--- config.mk ---
export PLATFORM = sky130hd
export DESIGN_NAME = aes_shares_loader
export DESIGN_NICKNAME = d
export VERILOG_FILES = /design/src/rtl/aes_shares_loader_pkg.sv /design/src/rtl/aes_shares_loader_shares_word_reg.sv /design/src/rtl/aes_shares_loader.sv
export SDC_FILE = /design/constraint.sdc
export NUM_CORES = 1
export LEC_CHECK = 0
export CAP_MARGIN = 20
export CORE_AREA = 3 3 211 213
export DETAILED_ROUTE_END_ITERATION = 16
export DIE_AREA = 0 0 214 216
export PLACE_DENSITY = 0.73
export RECOVER_POWER = 50
export SYNTH_ARGS = -nofsm -noshare
export SYNTH_HDL_FRONTEND = slang
export SYNTH_SLANG_ARGS = --single-unit
--- constraint.sdc ---
create_clock -name clk -period 48.6 [get_ports clk]
set_clock_uncertainty 0.2 [all_clocks]
set_input_delay 12.15 -clock clk [delete_from_list [all_inputs] [get_ports clk]]
set_output_delay 12.15 -clock clk [all_outputs]
set_load 0.05 [all_outputs]
--- src/rtl/aes_shares_loader_pkg.sv ---
// rtl/aes_shares_loader_pkg.sv - shared constants, FSM states and sizing helpers for the shares loader
package aes_shares_loader_pkg;

    localparam int unsigned WORD_W          = 32;
    localparam int unsigned WORDS_PER_SHARE = 4;
    localparam int unsigned SHARE_W         = WORD_W * WORDS_PER_SHARE;

    typedef enum logic [1:0] {
        ST_IDLE     = 2'd0,
        ST_LOAD_KEY = 2'd1,
        ST_LOAD_PT  = 2'd2,
        ST_HOLD     = 2'd3
    } state_e;

    // WORDS_PER_VEC and the counter width depend on the share count, so they are
    // derived per instance from these helpers.
    function automatic int unsigned words_per_vec(input int unsigned d);
        return WORDS_PER_SHARE * d;
    endfunction

    function automatic int unsigned cnt_width(input int unsigned d);
        return $clog2(WORDS_PER_SHARE * d);
    endfunction

endpackage

--- src/rtl/aes_shares_loader_shares_word_reg.sv ---
// rtl/aes_shares_loader_shares_word_reg.sv - 128*d-bit share vector register written one 32-bit word at a time
module shares_word_reg
    import aes_shares_loader_pkg::*;
#(
    parameter int unsigned D     = 2,
    parameter int unsigned IDX_W = 3
) (
    input  logic                    clk,
    input  logic                    rst,
    input  logic                    we_i,
    input  logic [IDX_W-1:0]        idx_i,
    input  logic [WORD_W-1:0]       wdata_i,
    output logic [SHARE_W*D-1:0]    q_o
);

    localparam int unsigned WORDS = WORDS_PER_SHARE * D;

    logic [SHARE_W*D-1:0] data_q;

    always_ff @(posedge clk or posedge rst) begin
        if (rst) begin
            data_q <= '0;
        end else if (we_i) begin
            for (int w = 0; w < WORDS; w++) begin
                if (idx_i == IDX_W'(w)) begin
                    data_q[WORD_W*w +: WORD_W] <= wdata_i;
                end
            end
        end
    end

    assign q_o = data_q;

endmodule

--- src/rtl/aes_shares_loader.sv ---
// rtl/aes_shares_loader.sv - assembles streamed 32-bit key/plaintext share words into full share vectors
module aes_shares_loader
    import aes_shares_loader_pkg::*;
#(
    parameter int unsigned d = 2
) (
    input  logic                  clk,
    input  logic                  rst,
    input  logic                  in_valid,
    output logic                  in_ready,
    input  logic [WORD_W-1:0]     in_data,
    input  logic                  in_key_reuse,
    output logic                  key_loaded,
    output logic                  out_valid,
    input  logic                  out_ready,
    output logic [SHARE_W*d-1:0]  out_shares_key,
    output logic [SHARE_W*d-1:0]  out_shares_plaintext
);

    localparam int unsigned WORDS_PER_VEC = words_per_vec(d);
    localparam int unsigned CNT_W         = cnt_width(d);
    localparam logic [CNT_W-1:0] CNT_LAST = CNT_W'(WORDS_PER_VEC - 1);

    state_e           state_q;
    logic [CNT_W-1:0] cnt_q;
    logic             in_ready_q;
    logic             out_valid_q;
    logic             key_loaded_q;

    logic beat;
    logic reuse_eff;
    logic last_word;
    logic key_we_d;
    logic pt_we_d;

    assign beat      = in_valid & in_ready_q;
    assign reuse_eff = in_key_reuse & key_loaded_q;
    assign last_word = (cnt_q == CNT_LAST);

    // The counter sits at 0 in IDLE, so the opening beat of a block always lands in word 0.
    assign key_we_d = beat & ((state_q == ST_LOAD_KEY) | ((state_q == ST_IDLE) & ~reuse_eff));
    assign pt_we_d  = beat & ((state_q == ST_LOAD_PT)  | ((state_q == ST_IDLE) &  reuse_eff));

    always_ff @(posedge clk or posedge rst) begin
        if (rst) begin
            state_q      <= ST_IDLE;
            cnt_q        <= '0;
            in_ready_q   <= 1'b0;
            out_valid_q  <= 1'b0;
            key_loaded_q <= 1'b0;
        end else begin
            case (state_q)
                ST_IDLE: begin
                    in_ready_q <= 1'b1;
                    if (beat) begin
                        cnt_q <= CNT_W'(1);
                        if (reuse_eff) begin
                            state_q <= ST_LOAD_PT;
                        end else begin
                            state_q      <= ST_LOAD_KEY;
                            key_loaded_q <= 1'b0;
                        end
                    end
                end
                ST_LOAD_KEY: begin
                    if (beat) begin
                        if (last_word) begin
                            state_q      <= ST_LOAD_PT;
                            cnt_q        <= '0;
                            key_loaded_q <= 1'b1;
                        end else begin
                            cnt_q <= cnt_q + CNT_W'(1);
                        end
                    end
                end
                ST_LOAD_PT: begin
                    if (beat) begin
                        if (last_word) begin
                            state_q     <= ST_HOLD;
                            cnt_q       <= '0;
                            in_ready_q  <= 1'b0;
                            out_valid_q <= 1'b1;
                        end else begin
                            cnt_q <= cnt_q + CNT_W'(1);
                        end
                    end
                end
                ST_HOLD: begin
                    if (out_valid_q & out_ready) begin
                        state_q     <= ST_IDLE;
                        out_valid_q <= 1'b0;
                        in_ready_q  <= 1'b1;
                    end
                end
                default: begin
                    state_q <= ST_IDLE;
                end
            endcase
        end
    end

    shares_word_reg #(
        .D     (d),
        .IDX_W (CNT_W)
    ) u_key_reg (
        .clk     (clk),
        .rst     (rst),
        .we_i    (key_we_d),
        .idx_i   (cnt_q),
        .wdata_i (in_data),
        .q_o     (out_shares_key)
    );

    shares_word_reg #(
        .D     (d),
        .IDX_W (CNT_W)
    ) u_pt_reg (
        .clk     (clk),
        .rst     (rst),
        .we_i    (pt_we_d),
        .idx_i   (cnt_q),
        .wdata_i (in_data),
        .q_o     (out_shares_plaintext)
    );

    assign in_ready   = in_ready_q;
    assign out_valid  = out_valid_q;
    assign key_loaded = key_loaded_q;

endmodule
==> results_dict.tcl, run 1 <==
set metrics [dict create \
    status "finished, violations left" \
    violations "capacitance limit, slew limit" \
    cts_max_level 2 \
    synth_ff_type "dfrtp_1" \
    post-route-period-util_pct 49.71 \
    clk_pin_slew_ns 0.06 \
    overflow 0 \
    synth_cells 1186 \
    cts_resized 0 \
    clockRootBuffer "clkbuf_16" \
    design_area_um2 27490 \
    grt_pass1_wl_um 88240 \
    end_kind "asynchronous set/reset pin" \
    numCtsBuffers 53 \
    syn-mean-instance-area_um2 16.65 \
    finalSetupViolCount 0 \
    track_usage_pct 25.35 \
    nets 1778 \
    worst_pin_slew_ns 9.432 \
    tritoncts "built" \
    placed_area_um2 25920 \
    route.detailed.drc 0 \
    critical_path_arrival_ns 22.28 \
    synth_top_area_share_pct 65.90 \
    num_io_pins 552 \
    maxCapViolCount 9 \
    vias 12330 \
    crit_fanout 184 \
    die_area_um2 46220 \
    ys_types 34 \
    portBuffers 551 \
    grt_pass1_vias 13330 \
    clk-insertion-delay-late_ns 0.59 \
    layout-drive-gt1-share_pct 32.58 \
    critPathLaunchType "input pin" \
    hold_viol 0 \
    synth_seq_cells 520 \
    ys_async_sr_fraction_pct 100.0 \
    wire_per_inst_um 25.06 \
    fmax_mhz 41.39 \
    cts.sinks 520 \
    die_h_um 216 \
    synth_edf_count 0 \
    final_common_cell "dfrtp_1" \
    path_class "input pin to asynchronous set/reset pin" \
    timing.setup.tns_ns 0 \
    cts_buffer_depth 3 \
    hold_path_class "flip-flop to flip-flop" \
    start_util_pct 46.04 \
    dpl.cell_count 2258 \
    wirelength_um 59060 \
    yosysWarnings 0 \
    instances_no_fill 2357 \
    synth_top_cell_by_area "dfrtp_1" \
    syn2layout_area_growth_pct 39.24 \
    final_cell_mix "520 x dfrtp_1, 472 x mux2_2, 362 x clkdlybuf4s50_1" \
    period_needed_ns 24.16 \
    gp_congestion 0.8130 \
    place_hpwl_um 40430 \
    rsz0062_at_grt "no" \
    max_slew_margin_pct -528.8 \
    drtIter0Drc 667 \
    detail_route.first_pass.iterations 4 \
    rows 76 \
    antenna_found_initial 0 \
    pre_cts_ws_ns 33.16 \
    ant_nets 0 \
    die_w_um 214 \
    cts_hold_buf 0 \
    worst_slack_ns 24.44 \
    synth_area_um2 19750 \
    core-area_um2 42890 \
    post_cts_buffers 0 \
    synth_seq_area_share_pct 65.90 \
    viasPerCell 5.229 \
    synth.net_count 1235 \
    finalMaxSlewViolations 512 \
    grt_max_degree 185 \
    cp_data_required_time_ns 46.72 \
    synth.area.top_cells "dfrtp_1 66%, mux2_2 27%, mux2_1 2.2%" \
]
==> Yosys cell counts (4+ instances only) <==
master and number:
buf_2 45, buf_4 6, clkbuf_1 34, dfrtp_1 520, ha_1 12, inv_1 8
mux2_1 38, mux2_2 476, nand2_1 4, o2111ai_1 4, o21ai_0 5
==> routing by layer <==
layer | up-vias | wire length (um) | share of wire, % | track usage, %
li1 | 5283 | - | - | -
met1 | 6523 | 22980 | 39 | 30.28
met2 | 432 | 29340 | 50 | 43.20
met3 | 87 | 4797 | 8.1 | 8.167
met4 | 0 | 1940 | 3.3 | 9.288
met5 | - | 0 | 0 | 0
==> layout make-up <==
type,count,area (um^2)
diodes,1,2.502
clock buffers,82,1608
clock inverters,15,136.4
fillers,3144,15390
inverters,8,31.28
multi-input cells,573,6289
flip-flops and latches,520,13010
well taps,585,732.0
repair buffers,573,5682
==> final timing paths <==
check,startpoint,endpoint,slack (ns),cells past startpoint
worst min-delay path,u_pt_reg.q_o[19],u_pt_reg.q_o[19],0.28,1
worst max register to register,state_q[0],u_key_reg.q_o[242],43.59,6
max in group clk,in_key_reuse,u_key_reg.q_o[242],32.08,5
min in group asynchronous,rst,u_pt_reg.q_o[29],13.24,2
worst max-delay path,rst,u_pt_reg.q_o[57],24.44,3
worst min register to register,u_pt_reg.q_o[19],u_pt_reg.q_o[19],0.28,1
==> critical path, cell delays in order <==
cell and delay [ns]:
dlygate4sd3_1 0.55, clkinvlp_2 2.62, clkbuf_1 6.77
==> metrics by stage <==
stage | hold WS, ns | util (%)
6_report | 0.2767 | 64.11
5_1_grt | 0.2998 | 64.10
4_1_cts | 0.2901 | 64.50
3_5_place_dp | 0.2767 | 60.43
3_3_place_gp | 0.2685 | 60.43
2_1_floorplan | 0.3161 | -
==> logic make-up (layout without fill, tap and decap cells) <==
logic type,Yosys count,count (layout),share of synthesized area (%)
compound gates,25,25,1.001
fa+ha+maj,12,12,0.7604
buf+inv,93,678,2.167
flops,520,520,65.90
mux,515,515,29.36
other cells,0,1,0
simple gates,21,21,0.8048
==> flip-flops by register name, summed over array words and instances (netlist names) <==
name / count
u_pt_reg.q_o: 256
u_key_reg.q_o: 256
cnt_q: 3
out_valid: 1
state_q: 2
in_ready: 1
key_loaded: 1
Power of run 1 is not shown: default switching activity piles up to over one toggle a cycle in this logic, so the estimate is an artifact.
==> inputs of run 2 (changes only) <==
Settings changed: CORE_AREA 3 3 211 213 to 3 3 213 215, DIE_AREA 0 0 214 216 to 0 0 216 218, PLACE_DENSITY 0.73 to 0.72.
Clock period 48.6 ns to 23.1 ns, I/O delays scaled along.
==> run 2 against run 1 <==
Cell count rose by 0.21%. Die area is 1.9% higher. Highest routed layer unchanged. Global-route usage shrank 0.58 points. The run still ends with capacitance limit, slew limit left.
==> results_dict.tcl, run 2 (synthesis results as in run 1) <==
set metrics [dict create \
    die_h_um 218 \
    cts.sinks 520 \
    cts_resized 0 \
    place_hpwl_um 40010 \
    clockRootBuffer "clkbuf_16" \
    overflow 0 \
    rsz0062_at_grt "no" \
    crit_fanout 145 \
    maxCapViolCount 16 \
    period_needed_ns 12.90 \
    vias 12380 \
    r2r_start "state_q[0]" \
    num_io_pins 552 \
    critPathLaunchType "input pin" \
    cts_max_level 2 \
    r2r-end "u_key_reg.q_o[252]" \
    gp_congestion 0.8004 \
    cp_data_required_time_ns 23.61 \
    antenna_found_initial 2 \
    viasPerCell 5.243 \
    numCtsBuffers 52 \
    detail_route.first_pass.iterations 4 \
    timing.setup.tns_ns 0 \
    start_util_pct 44.94 \
    reg2reg_slack_ns 18.28 \
    path_class "input pin to asynchronous set/reset pin" \
    grt_pass1_vias 13280 \
    max_slew_margin_pct -325.0 \
    whs_ns 0.2799 \
    die_area_um2 47090 \
    critical_path_arrival_ns 13.41 \
    die_w_um 216 \
    nets 1777 \
    hold_viol 0 \
    crit_start "rst" \
    cp-endpoint "u_pt_reg.q_o[1]" \
    tritoncts "built" \
    rows 77 \
    grt_max_degree 146 \
    clk_pin_slew_ns 0.06 \
    grt_pass1_wl_um 87460 \
    clk-insertion-delay-late_ns 0.57 \
    fillCellCount 3402 \
    syn2layout_area_growth_pct 39.26 \
    hold_path_class "flip-flop to flip-flop" \
    worst_pin_slew_ns 6.340 \
    ant_nets 0 \
    portBuffers 551 \
    layout-drive-gt1-share_pct 33.07 \
    core-area_um2 43930 \
    final_cell_mix "520 x dfrtp_1, 475 x mux2_2, 338 x dlygate4sd3_1" \
    violations "capacitance limit, slew limit" \
    finalSetupViolCount 0 \
    route.detailed.drc 0 \
    drtIter0Drc 626 \
    r2r.worst_path.cells 6 \
    final_common_cell "dfrtp_1" \
    wire_per_inst_um 25.00 \
    cts_buffer_depth 3 \
    status "finished, violations left" \
    wirelength_um 59060 \
    cts_hold_buf 0 \
    finalMaxSlewViolations 434 \
    end_kind "asynchronous set/reset pin" \
    fmax_mhz 77.54 \
    post-route-period-util_pct 55.83 \
    whs_path_depth 1 \
    post_cts_buffers 0 \
    track_usage_pct 24.77 \
]
[run 2: critical path, cell delays in order]
cell	delay, ns
dlygate4sd3_1	0.56
clkinvlp_2	3.51
clkbuf_1	2.61
buf_4	0.50
buf_16	0.34
[run 2: worst min path at each step]
stage / start / to / slack [ns]
floorplan: cnt_q[1] / cnt_q[1] / 0.32
global placement: u_pt_reg.q_o[146] / u_pt_reg.q_o[146] / 0.27
detailed placement: u_pt_reg.q_o[146] / u_pt_reg.q_o[146] / 0.28
CTS: u_pt_reg.q_o[146] / u_pt_reg.q_o[146] / 0.29
global route: u_key_reg.q_o[58] / u_key_reg.q_o[58] / 0.31
finish: u_pt_reg.q_o[31] / u_pt_reg.q_o[31] / 0.28
[run 2: layout make-up]
class	instances	area (um^2)	area share [%]
clock buffer	76	1563	5.683
inverter	8	31.28	0.1138
tap	592	740.7	2.694
antenna	1	2.502	0.009100
sequential	520	13010	47.32
clock inverter	19	173.9	0.6325
multi-input combinational	573	6289	22.87
timing repair buffer	573	5685	20.68
[run 2: stage by stage]
| stage | setup slack (ns) | instance area, um^2 | std cells | utilization (%) |
|---|---|---|---|---|
| detailed placement | 13.79 | 25910 | 2265 | 58.99 |
| global placement | 13.82 | 25910 | 2265 | 58.99 |
| CTS | 14.43 | 27650 | 2360 | 62.94 |
| finish | 10.20 | 27500 | 2362 | 62.59 |
| global route | 8.941 | 27500 | 2362 | 62.59 |
| floorplan | 2.598 | 19750 | 1186 | - |
[run 2: per-layer routing]
metal  wire length, um  part of all wire (%)  vias to the layer above  global-route usage (%)
li1                  -                     -                     5281                       -
met1             23230                    39                     6524                   29.87
met2             28240                    48                      461                   40.95
met3              5179                   8.8                      117                   8.694
met4              2398                   4.1                        0                   9.980
met5                 0                     0                        -                       0
Power of run 2 is left out for the same reason.
==> inputs of run 3 (changes only) <==
Settings changed: CORE_AREA 3 3 213 215 to not set, CORE_MARGIN set to 3, CORE_UTILIZATION set to 43, DIE_AREA 0 0 216 218 to not set.
Clock period 23.1 ns to 10.6 ns, I/O delays scaled along.
==> run 3 against run 2 <==
Utilization fell by 1.5 points. Count of clock-buffer cells in the layout rose by 7. Via count is 0.46% lower. The run still ends with capacitance limit, slew limit left. Critical path depth stayed put. Cell count shrank 0.21%. Final area is 0.49% lower. Worst setup slack worse by 5.8 ns. Routed wire length about the same. Die area up 3.1%.
==> results_dict.tcl, run 3 (synthesis results as in run 1) <==
set metrics [dict create \
    timing.setup.tns_ns 0 \
    antenna_found_initial 2 \
    cts_buffer_depth 3 \
    period_needed_ns 6.184 \
    clockRootBuffer "clkbuf_16" \
    overflow 0 \
    route.detailed.drc 0 \
    cts.sinks 520 \
    rows 77 \
    status "finished, violations left" \
    gp_congestion 0.7832 \
    start_util_pct 44.07 \
    detail_route.first_pass.iterations 4 \
    crit_slowest_cell "clkbuf_1" \
    clk_pin_slew_ns 0.06 \
    grt_pass1_vias 12940 \
    vias 12330 \
    post-route-period-util_pct 58.34 \
    max_slew_margin_pct -63.00 \
    num_io_pins 552 \
    grt_max_degree 159 \
    finalMaxSlewViolations 229 \
    finalCoreUtilization_pct 61.08 \
    layout-drive-gt1-share_pct 31.92 \
    whs_ns 0.2810 \
    maxCapViolCount 13 \
    crit_fanout 29 \
    critical_path_arrival_ns 6.44 \
    drtIter0Drc 656 \
    track_usage_pct 24.06 \
    critPathLaunchType "input pin" \
    final_cell_mix "520 x dfrtp_1, 471 x mux2_2, 312 x dlygate4sd3_1" \
    die_h_um 220.3 \
    worst-path-buf-inv 2 \
    placed_area_um2 25980 \
    cp_cell_sequence "dlygate4sd3_1 > a21boi_0 > o21ai_0 > clkbuf_1 > mux2_2" \
    worst_pin_slew_ns 2.445 \
    numCtsBuffers 53 \
    hold_path_class "flip-flop to flip-flop" \
    nets 1778 \
    cts_max_level 2 \
    die_area_um2 48530 \
    tritoncts "built" \
    portBuffers 551 \
    final_common_cell "dfrtp_1" \
    place_hpwl_um 40670 \
    wirelength_um 59070 \
    grt_pass1_wl_um 86650 \
    core-area_um2 44800 \
    cts_hold_buf 0 \
    die_w_um 220.3 \
    cpPeakStageDelay_ns 1.79 \
    wire_per_inst_um 25.06 \
    cp_data_required_time_ns 10.85 \
    rsz0062_at_grt "no" \
    path_class "input pin to flip-flop" \
    hold_viol 0 \
    fmax_mhz 161.7 \
    violations "capacitance limit, slew limit" \
    ant_nets 0 \
    post_cts_buffers 0 \
    viasPerCell 5.230 \
    cp_top_family "buffers and inverters" \
    cts_resized 0 \
    syn2layout_area_growth_pct 38.58 \
    finalSetupViolCount 0 \
    clk-insertion-delay-late_ns 0.58 \
    design_area_um2 27360 \
    end_kind "flip-flop" \
]
run 3: layer usage:
| layer | share of wire (%) | up-vias | global-route usage (%) |
|---|---|---|---|
| li1 | - | 5275 | - |
| met1 | 39 | 6484 | 29.48 |
| met2 | 48 | 445 | 39.47 |
| met3 | 9.2 | 120 | 8.075 |
| met4 | 4.1 | 2 | 9.594 |
| met5 | 0.022 | - | 0 |
run 3: cell type report:
class                      count  area [um^2]
multi-input combinational    573         6256
inverter                       8        31.28
sequential                   520        13010
tap                          592        740.7
clock inverter                 7        62.56
timing repair buffer         573         5679
fill                        3439        17440
clock buffer                  83         1579
antenna                        1        2.502
run 3: per-stage QoR:
stage                     cells  worst slack [ns]
final                      2357             4.416
after CTS                  2356             5.684
after global routing       2357             4.240
after global placement     2263             5.141
after detailed placement   2266             5.085
after floorplan            1186            0.6858
run 3: final timing paths:
| kind | start | slack [ns] | to | cells past startpoint |
|---|---|---|---|---|
| setup / recovery | in_key_reuse | 4.42 | u_key_reg.q_o[228] | 5 |
| min in group asynchronous | rst | 2.50 | u_pt_reg.q_o[249] | 2 |
| setup reg to reg | state_q[1] | 6.32 | u_pt_reg.q_o[8] | 6 |
| hold reg to reg | u_pt_reg.q_o[146] | 0.28 | u_pt_reg.q_o[146] | 1 |
| hold / removal | u_pt_reg.q_o[146] | 0.28 | u_pt_reg.q_o[146] | 1 |
| max in group asynchronous | rst | 5.46 | u_pt_reg.q_o[40] | 4 |
run 3: worst register-to-register path: stages, from the launching register on:
cell and delay (ns):
dfrtp_1 0.42, inv_1 0.13, ha_1 0.27, a31oi_1 0.33
nor3_1 1.86, buf_4 0.56, mux2_2 0.40
Power of run 3 is left out for the same reason.
